**src/rtl/disp_scan_if.sv**
```systemverilog
// Display-side bundle for the scan driver: glyph/mask/brightness inputs
// from the time/edit logic and the decoder/anode outputs.
interface disp_scan_if #(
    parameter int NDIG = 8
);
    logic [4*NDIG-1:0] digits_i;
    logic [NDIG-1:0]   sep_mask;
    logic [NDIG-1:0]   blink_mask;
    logic              blink_all;
    logic [3:0]        bright;
    logic [3:0]        digit_o;
    logic [NDIG-1:0]   an_o;
    logic              frame_o;
    logic              blink_phase_o;

    // Time/edit logic side: drives the display request, observes the scan.
    modport master (
        output digits_i, sep_mask, blink_mask, blink_all, bright,
        input  digit_o, an_o, frame_o, blink_phase_o
    );

    // Scan driver side.
    modport slave (
        input  digits_i, sep_mask, blink_mask, blink_all, bright,
        output digit_o, an_o, frame_o, blink_phase_o
    );
endinterface

```
**src/rtl/disp_scan_gen.sv**
```systemverilog
// Multiplexed seven-segment scan driver: frame-synchronous input shadowing,
// per-digit / whole-display blink, separator forcing and 16-level PWM
// brightness inside every digit slot. All outputs are registered.
module disp_scan_gen #(
    parameter int NDIG         = 8,
    parameter int SLOT_STEP    = 1024,
    parameter int BLINK_FRAMES = 64
) (
    input  logic         clk,
    input  logic         rst_n,
    disp_scan_if.slave   bus
);
    localparam int SW = (SLOT_STEP > 1) ? $clog2(SLOT_STEP) : 1;
    localparam int KW = $clog2(NDIG);
    localparam int BW = (BLINK_FRAMES > 1) ? $clog2(BLINK_FRAMES) : 1;

    localparam logic [SW-1:0] S_LAST = SW'(SLOT_STEP - 1);
    localparam logic [KW-1:0] K_LAST = KW'(NDIG - 1);
    localparam logic [BW-1:0] B_LAST = BW'(BLINK_FRAMES - 1);

    // Scan counters: step within brightness step, duty step, digit slot.
    logic [SW-1:0] s_reg;
    logic [3:0]    d_reg;
    logic [KW-1:0] k_reg;
    logic [BW-1:0] b_reg;
    logic          phase_reg;

    // Shadow copies of the display request, refreshed once per frame.
    logic [4*NDIG-1:0] sh_digits_reg;
    logic [NDIG-1:0]   sh_sep_reg;
    logic [NDIG-1:0]   sh_blink_reg;
    logic              sh_blink_all_reg;
    logic [3:0]        sh_bright_reg;

    // Output registers plus the one-cycle delay that lines frame_o up
    // with the first output cycle of slot 0.
    logic [3:0]      digit_reg;
    logic [NDIG-1:0] an_reg;
    logic            fb_dly_reg;
    logic            frame_reg;
    logic            phase_out_reg;

    logic            s_wrap;
    logic            fb;
    logic [3:0]      pos_code [NDIG];
    logic [3:0]      code_next;
    logic [NDIG-1:0] an_next;

    assign s_wrap = (s_reg == S_LAST);
    assign fb     = s_wrap && (d_reg == 4'hF) && (k_reg == K_LAST);

    // Per-position code with separator > blink > digit priority, and the
    // PWM-gated one-hot enable for the active slot.
    genvar gi;
    generate
        for (gi = 0; gi < NDIG; gi++) begin : g_pos
            assign pos_code[gi] =
                sh_sep_reg[gi] ? 4'hB :
                (phase_reg && (sh_blink_all_reg || sh_blink_reg[gi])) ? 4'hF :
                sh_digits_reg[4*gi +: 4];
            assign an_next[gi] = (k_reg == KW'(gi)) && (d_reg <= sh_bright_reg);
        end
    endgenerate

    assign code_next = pos_code[k_reg];

    // Step / duty / slot counters; duty rolls over naturally at 4 bits.
    always_ff @(posedge clk or negedge rst_n) begin
        if (!rst_n) begin
            s_reg <= '0;
            d_reg <= '0;
            k_reg <= '0;
        end else if (s_wrap) begin
            s_reg <= '0;
            d_reg <= d_reg + 4'd1;
            if (d_reg == 4'hF)
                k_reg <= (k_reg == K_LAST) ? '0 : k_reg + KW'(1);
        end else begin
            s_reg <= s_reg + SW'(1);
        end
    end

    // Capture the live display request at each frame boundary.
    always_ff @(posedge clk or negedge rst_n) begin
        if (!rst_n) begin
            sh_digits_reg    <= '1;
            sh_sep_reg       <= '0;
            sh_blink_reg     <= '0;
            sh_blink_all_reg <= 1'b0;
            sh_bright_reg    <= 4'hF;
        end else if (fb) begin
            sh_digits_reg    <= bus.digits_i;
            sh_sep_reg       <= bus.sep_mask;
            sh_blink_reg     <= bus.blink_mask;
            sh_blink_all_reg <= bus.blink_all;
            sh_bright_reg    <= bus.bright;
        end
    end

    // Blink frame counter; phase flips every BLINK_FRAMES frames.
    always_ff @(posedge clk or negedge rst_n) begin
        if (!rst_n) begin
            b_reg     <= '0;
            phase_reg <= 1'b0;
        end else if (fb) begin
            if (b_reg == B_LAST) begin
                b_reg     <= '0;
                phase_reg <= ~phase_reg;
            end else begin
                b_reg <= b_reg + BW'(1);
            end
        end
    end

    // Register the outputs from the current counter/shadow state.
    always_ff @(posedge clk or negedge rst_n) begin
        if (!rst_n) begin
            digit_reg     <= 4'hF;
            an_reg        <= '0;
            fb_dly_reg    <= 1'b0;
            frame_reg     <= 1'b0;
            phase_out_reg <= 1'b0;
        end else begin
            digit_reg     <= code_next;
            an_reg        <= an_next;
            fb_dly_reg    <= fb;
            frame_reg     <= fb_dly_reg;
            phase_out_reg <= phase_reg;
        end
    end

    assign bus.digit_o       = digit_reg;
    assign bus.an_o          = an_reg;
    assign bus.frame_o       = frame_reg;
    assign bus.blink_phase_o = phase_out_reg;
endmodule

```
**src/flat_wrapper.sv**
```systemverilog
// flat-port wrapper written by rule: the top's interface ports become plain ports
module disp_scan_gen_flat 
#(
    parameter int NDIG         = 8,
    parameter int SLOT_STEP    = 1024,
    parameter int BLINK_FRAMES = 64
)
  (clk, rst_n, bus_digits_i, bus_sep_mask, bus_blink_mask, bus_blink_all, bus_bright, bus_digit_o, bus_an_o, bus_frame_o, bus_blink_phase_o);
  disp_scan_if #(.NDIG(NDIG)) bus_i ();
  input  logic clk;
  input  logic rst_n;
  input wire logic [$bits(bus_i.digits_i)-1:0] bus_digits_i;
  input wire logic [$bits(bus_i.sep_mask)-1:0] bus_sep_mask;
  input wire logic [$bits(bus_i.blink_mask)-1:0] bus_blink_mask;
  input wire logic [$bits(bus_i.blink_all)-1:0] bus_blink_all;
  input wire logic [$bits(bus_i.bright)-1:0] bus_bright;
  output wire logic [$bits(bus_i.digit_o)-1:0] bus_digit_o;
  output wire logic [$bits(bus_i.an_o)-1:0] bus_an_o;
  output wire logic [$bits(bus_i.frame_o)-1:0] bus_frame_o;
  output wire logic [$bits(bus_i.blink_phase_o)-1:0] bus_blink_phase_o;
  assign bus_i.digits_i = bus_digits_i;
  assign bus_i.sep_mask = bus_sep_mask;
  assign bus_i.blink_mask = bus_blink_mask;
  assign bus_i.blink_all = bus_blink_all;
  assign bus_i.bright = bus_bright;
  assign bus_digit_o = bus_i.digit_o;
  assign bus_an_o = bus_i.an_o;
  assign bus_frame_o = bus_i.frame_o;
  assign bus_blink_phase_o = bus_i.blink_phase_o;
  disp_scan_gen #(.NDIG(NDIG), .SLOT_STEP(SLOT_STEP), .BLINK_FRAMES(BLINK_FRAMES)) u_core (.clk(clk), .rst_n(rst_n), .bus(bus_i));
endmodule
```
**config.mk**
```make
export PLATFORM = sky130hd
export DESIGN_NAME = disp_scan_gen_flat
export DESIGN_NICKNAME = d
export VERILOG_FILES = /design/src/rtl/disp_scan_if.sv /design/src/rtl/disp_scan_gen.sv /design/src/flat_wrapper.sv
export SDC_FILE = /design/constraint.sdc
export NUM_CORES = 1
export LEC_CHECK = 0
export BUFFER_PORTS_ARGS = -buffer_cell sky130_fd_sc_hd__buf_2
export CAP_MARGIN = 40
export CORE_MARGIN = 2
export CORE_UTILIZATION = 56
export CTS_BUF_LIST = sky130_fd_sc_hd__clkbuf_16
export DETAILED_ROUTE_END_ITERATION = 10
export PLACE_DENSITY_LB_ADDON = 0.08
export SETUP_SLACK_MARGIN = 0.2
export SYNTH_ARGS = -nofsm -noshare
export SYNTH_HDL_FRONTEND = slang
export SYNTH_SLANG_ARGS = --single-unit
export TNS_END_PERCENT = 20
```
**constraint.sdc**
```tcl
create_clock -name clk -period 2.55 [get_ports clk]
set_clock_uncertainty 0.1 [all_clocks]
set_input_delay 0.255 -clock clk [delete_from_list [all_inputs] [get_ports clk]]
set_output_delay 0.255 -clock clk [all_outputs]
set_load 0.01 [all_outputs]
```
Yosys cells after proc, flatten, opt, wreduce, memory -nomap -nowiden:

Index checks and enable logic that the tools add are counted.

* flip-flop bits (word level): 92
* bits in latches: 0
* memory bits (writable): 0
* bits in read-only memories: 0
* output and inout bits: 14
* word-level logic and storage cells: 84
* memories kept: 0

* add/subtract/negate cells: 4
* $mul: 0
* divide/modulo/power cells: 0
* order comparisons: 2
* equality and inequality tests: 10
* shift-type cells: 0
* multiplexer cells: 22
* bitwise logic cells: 2
* reduce and logical (&&, ||, !) cells: 29

Operators by type and width (number)
* $mux 4: 18
* $logic_and 1x1->1: 18
* $bmux 4 s3: 1
* $eq 3x3->1 const B: 4
* $add 10x1->10 const B: 1
* $eq 10x10->1 const B: 1
* $mux 10: 1
* $logic_or 1x1->1: 8
* $add 6x1->6 const B: 1
* $eq 3x2->1 const B: 2
* $eq 6x6->1 const B: 1
* $mux 6: 1
* $add 4x1->4 const B: 1
* $eq 4x4->1 const B: 1
* $ge 4x4->1 const B: 1
* $le 4x4->1: 1
* $not 3->4: 1
* $reduce_and 2->1: 2
* $add 3x1->3 const B: 1
* $eq 3x1->1 const B: 1
* $logic_not 3->1: 1
* $mux 3: 1
* $not 1->1: 1

Depth between registers and ports, before layout:

* depth after elaboration: 7
* gate-level depth with buffers: 8
* mapped depth without buffers: 6

Worst setup path before layout:

No wires, ideal clock.

* path type: register -> register
* start point: register u_core.k_reg[1]
* end point: register u_core.sh_blink_all_reg
* arrival: 1.816 ns
* required time: 2.333 ns
* slack: 0.517 ns
* cell stages (with the launch flop): 9
* buffers on the path: 2
* cell sequence: dfrtp_1 > ha_1 > ha_1 > nand4_1 > or4_1 > buf_6 > buf_6 > nand2_1 > nand2_1

* longest elaborated chain between the ends: 2

Ends and longest elaborated chain
* from (decl): line disp_scan_gen.sv:24 `logic [KW-1:0] k_reg;`
* from (signal assigned): line disp_scan_gen.sv:77 `k_reg <= (k_reg == K_LAST) ? '0 : k_reg + KW'(1);`
* $eq 3x3->1: line disp_scan_gen.sv:50 `assign fb = s_wrap && (d_reg == 4'hF) && (k_reg == K_LAST);`
* $logic_and 1x1->1: line disp_scan_gen.sv:50
* to (signal assigned): line disp_scan_gen.sv:95 `sh_blink_all_reg <= bus.blink_all;`
* to (decl): line disp_scan_gen.sv:32 `logic sh_blink_all_reg;`

Every way passes these cells.
A chain may end at the register's enable or synchronous reset.

Worst setup path after layout:

* start point: register u_core.k_reg[0]
* end point: register u_core.b_reg[3]

* longest elaborated chain between the ends: 2

Ends and longest elaborated chain
* $eq 3x3->1: line disp_scan_gen.sv:50
* $logic_and 1x1->1: line disp_scan_gen.sv:50
* to (signal assigned): line disp_scan_gen.sv:110 `b_reg <= b_reg + BW'(1);`
* to (decl): line disp_scan_gen.sv:25 `logic [BW-1:0] b_reg;`

Every way passes these cells.

==> impl_results.md <==
* Chip Width at ~91 um
* Clk sinks at 92
* Die ar. at about 8300 um^2
* HPWL after DPL at 6.197 mm
* Distinct cells, synth at between 40 and 50
* FILL cells at 575
* Post-Synth Adder-Cell Area at roughly 3.8%
* Worst-path maximum fanout at 54
* Starting density of the core at between 50% and 60%
* Psw at roughly 0.58 mW
* Sequential share of the synthesized area at a little under three fifths
* Worst-Margin Slew at 657.2 ps
* Global-route wire length before repair at 15.17 mm
* CTS buffer count at 9
* Top_reg_cell synth: dfrtp_1
* Register clock-pin slew on the reported worst setup and hold paths at approximately 70 ps
* Antenna violations before repair at 0
* CTS tree: built
* Row count at 31
* Slew Limit Fails at 0
* Post-route DRC at 0
* Power share of the clock group at between 40 and 50%
* Remaining Overflow, GRT at 0
* Vert. Die Dim at just over 90 um
* Largest net degree at the start of global routing at between 60 and 70
* Fin crit share at 85.34%
* Antenna Nets Post-Route at 0
* Routed wire length at approximately 8.9 mm
* Int Pwr at 2.281 mW
* Synth-to-layout area growth at 19.30%
* Worst setup margin at 373.8 ps
* Setup violators final at 0
* Placer Congestion at roughly 0.78
* Routed len/inst at roughly 14 um
* Syn Area/Cell at a little under 10 um^2
* Simple logic cell fraction of the synthesized area at 25.04%
* Crit Path Category: register to register
* Mux cell area share after synthesis at less than 1%
* DR iter-0 viols at around 170
* M1 WL at 4.032 mm
* Critical Path RT at approximately 2700 ps
* Vias post-DR at between 3,000 and 4,000
* Max reg flops at 32
* Ys Warns at 0
* Vias in the first global route at 3,115
* Fmax at approximately 0.46 GHz
* Asr flop ratio synth at between 90% and 100%
* Worst setup EP type: register
* Overall Global Routing Usage at 23.14%
* Syn_nets at around 500
* Met2 WL post-DR at 4.310 mm
* Lkg Pwr at 2.445 nW
* Layout cell share with drive strength beyond 1 at a little over a quarter
* Port Buffers at 68
* IO Pins at just under 70
* Xor/xnor share of the synthesized area at 2.665%
* Sw frac at 20.36%
* Syn Std Cell Area at around 4300 um^2
* Max-slew headroom at approximately 56%
* Final #Nets at between 500 and 600
* VDD IR max at 429.0 uV
* Combinational share of power at under 10%
* Maxcap violations at 0
* RSZ-0062 raised after global routing: no
* Pre-CTS setup slack at around 340 ps
* Largest family of logic cells by synthesized area: simple AND/OR/NAND/NOR gates
* CTS root buf: clkbuf_16
* Highest metal used: met4
* Pwr dens at approximately 560 nW/um^2
* Routed met3 length at about 450 um
* Sequential share of power at between 50% and 60%
* Time the worst path needs with I/O delays and setup at around 2200 ps
* Post-synth EDFFs at 0
* Setup_tns at 0 ps
* Clock insertion delay at the later pin of the skew report at 330 ps
* Core area at about 7300 um^2
* Status: finished, final reports clean
* Vias per cell at 5.202
* H-tree Lvls at 3
* Post-synthesis compound-gate area fraction at 9.019%
* Gate Count Post-Synth at roughly 440
* Final Hold Vio Count at 0
* Post-synthesis sequential element count at between 90 and 100
* Clock Tree Buf Depth at 2
* Critical path startpoint category: register
* Drt first pass iters at 4
* Class of the worst hold path: primary input to register
* Worst Path Arrival at 2350 ps
* ANT cells at 0
-- timing repair --
item,4_1_cts,5_1_grt
hold endpoints to repair,38,0
setup buffers,0,0
setup endpoints to repair,0,2
resized for setup,0,1
hold buffers,8,0
-- power groups by stage --
stage	Combinational, mW	Clock (mW)	Sequential, mW
after global placement	0.0735	0	1.49
after global routing	0.0938	1.41	1.46
final	0.0826	1.32	1.46
after floorplan	0.000923	0	1.49
after detailed placement	0.0747	0	1.49
after CTS	0.0846	1.34	1.46
-- cells in the mapped netlist, types with 2 or more instances --
| library cell | instances | area [um^2] |
|---|---|---|
| o221ai_1 | 9 | 78.83 |
| a21o_1 | 2 | 15.01 |
| inv_1 | 8 | 30.03 |
| o41ai_1 | 2 | 17.52 |
| nor2_1 | 15 | 56.30 |
| dfstp_2 | 40 | 1051 |
| mux2i_1 | 2 | 20.02 |
| mux2_2 | 2 | 22.52 |
| ha_1 | 13 | 162.7 |
| nor2b_1 | 6 | 37.54 |
| o21a_1 | 10 | 75.07 |
| nand4_1 | 4 | 25.02 |
| nand2_1 | 172 | 645.6 |
| dfrtp_1 | 52 | 1301 |
| and4_1 | 2 | 17.52 |
| nand2b_1 | 7 | 43.79 |
| and3_1 | 4 | 25.02 |
| xnor2_1 | 10 | 87.58 |
| xor2_1 | 3 | 26.28 |
| nand3b_1 | 2 | 15.01 |
| clkbuf_1 | 4 | 15.01 |
| buf_2 | 6 | 30.03 |
| buf_6 | 6 | 67.56 |
| or4_1 | 6 | 45.04 |
| o311ai_0 | 3 | 26.28 |
| nand3_1 | 9 | 45.04 |
| o21ai_0 | 16 | 80.08 |
| nor3_1 | 2 | 10.01 |
| a22oi_1 | 3 | 22.52 |
-- final cells by class --
| cell class | instances | area (um^2) | area share (%) |
|---|---|---|---|
| flip-flops and latches | 92 | 2352 | 46.15 |
| multi-input cells | 321 | 1774 | 34.81 |
| repair buffers | 84 | 511.7 | 10.04 |
| clock buffers | 11 | 275.3 | 5.400 |
| well taps | 99 | 123.9 | 2.430 |
| clock inverters | 5 | 30.03 | 0.5891 |
| inverters | 8 | 30.03 | 0.5891 |
-- path summary, 6_finish.rpt --
check | from | endpoint | slack (ps) | cells after the start
max | u_core.k_reg[0] | u_core.b_reg[3] | 370 | 7
min | bus_digits_i[5] | u_core.sh_digits_reg[5] | 2 | 3
max reg2reg | u_core.k_reg[0] | u_core.b_reg[3] | 370 | 7
min reg2reg | u_core.fb_dly_reg | u_core.bus.frame_o | 260 | 0
max in group asynchronous | rst_n | u_core.sh_digits_reg[6] | 1280 | 3
min in group asynchronous | rst_n | u_core.bus.frame_o | 390 | 2
-- routing by layer --
layer	GRT usage (%)	vias up
li1	-	1616
met1	32.87	1527
met2	36.30	76
met3	3.154	6
met4	9.091	0
met5	0	-
-- logic make-up (layout without fill, tap and decap cells) --
logic type / count (synthesis) / in the layout
and+or+nand+nor: 237 / 237
DFF: 92 / 92
AOI/OAI and AO/OA: 54 / 54
buffers and inverters: 25 / 108
adders and majority gates: 13 / 13
xor gates and xnor gates: 13 / 13
muxes: 4 / 4
-- cells in the final DEF (no fill, tap or decap), types with 2 or more instances in the layout --
cell and n:
nand2_1 172, buf_2 67, dfrtp_1 52, dfstp_2 40, o21ai_0 16, nor2_1 15
ha_1 13, clkbuf_16 11, o21a_1 10, xnor2_1 10, inv_1 9, o221ai_1 9
nand3_1 9, dlygate4sd3_1 8, nand2b_1 7, nor2b_1 6, or4_1 6, buf_4 6
nand4_1 4, and3_1 4, o311ai_0 3, a22oi_1 3, xor2_1 3, nand3b_1 2
nor3_1 2, and4_1 2, o41ai_1 2, mux2i_1 2, mux2_2 2, a21o_1 2
buf_12 2
-- worst max-delay path: stages (launching register included) --
cell	delay, ps
dfrtp_1	350
ha_1	200
ha_1	240
nand4_1	210
or4_1	470
buf_6	240
nor3b_2	200
a21o_1	100
-- stage by stage --
| step | std cells | hold WS, ps | cell area [um^2] | total power [mW] | util, % |
|---|---|---|---|---|---|
| 2_1_floorplan | 438 | -140.6 | 4273 | 1.489 | - |
| 3_3_place_gp | 596 | 222.4 | 4708 | 1.561 | 64.23 |
| 3_5_place_dp | 596 | 223.4 | 4708 | 1.562 | 64.23 |
| 4_1_cts | 620 | 0.8906 | 5094 | 2.891 | 69.48 |
| 5_1_grt | 620 | 11.47 | 5097 | 2.965 | 69.53 |
| 6_report | 620 | 2.248 | 5097 | 2.864 | 69.53 |
No activity file was read; power rests on OpenSTA's default activity.
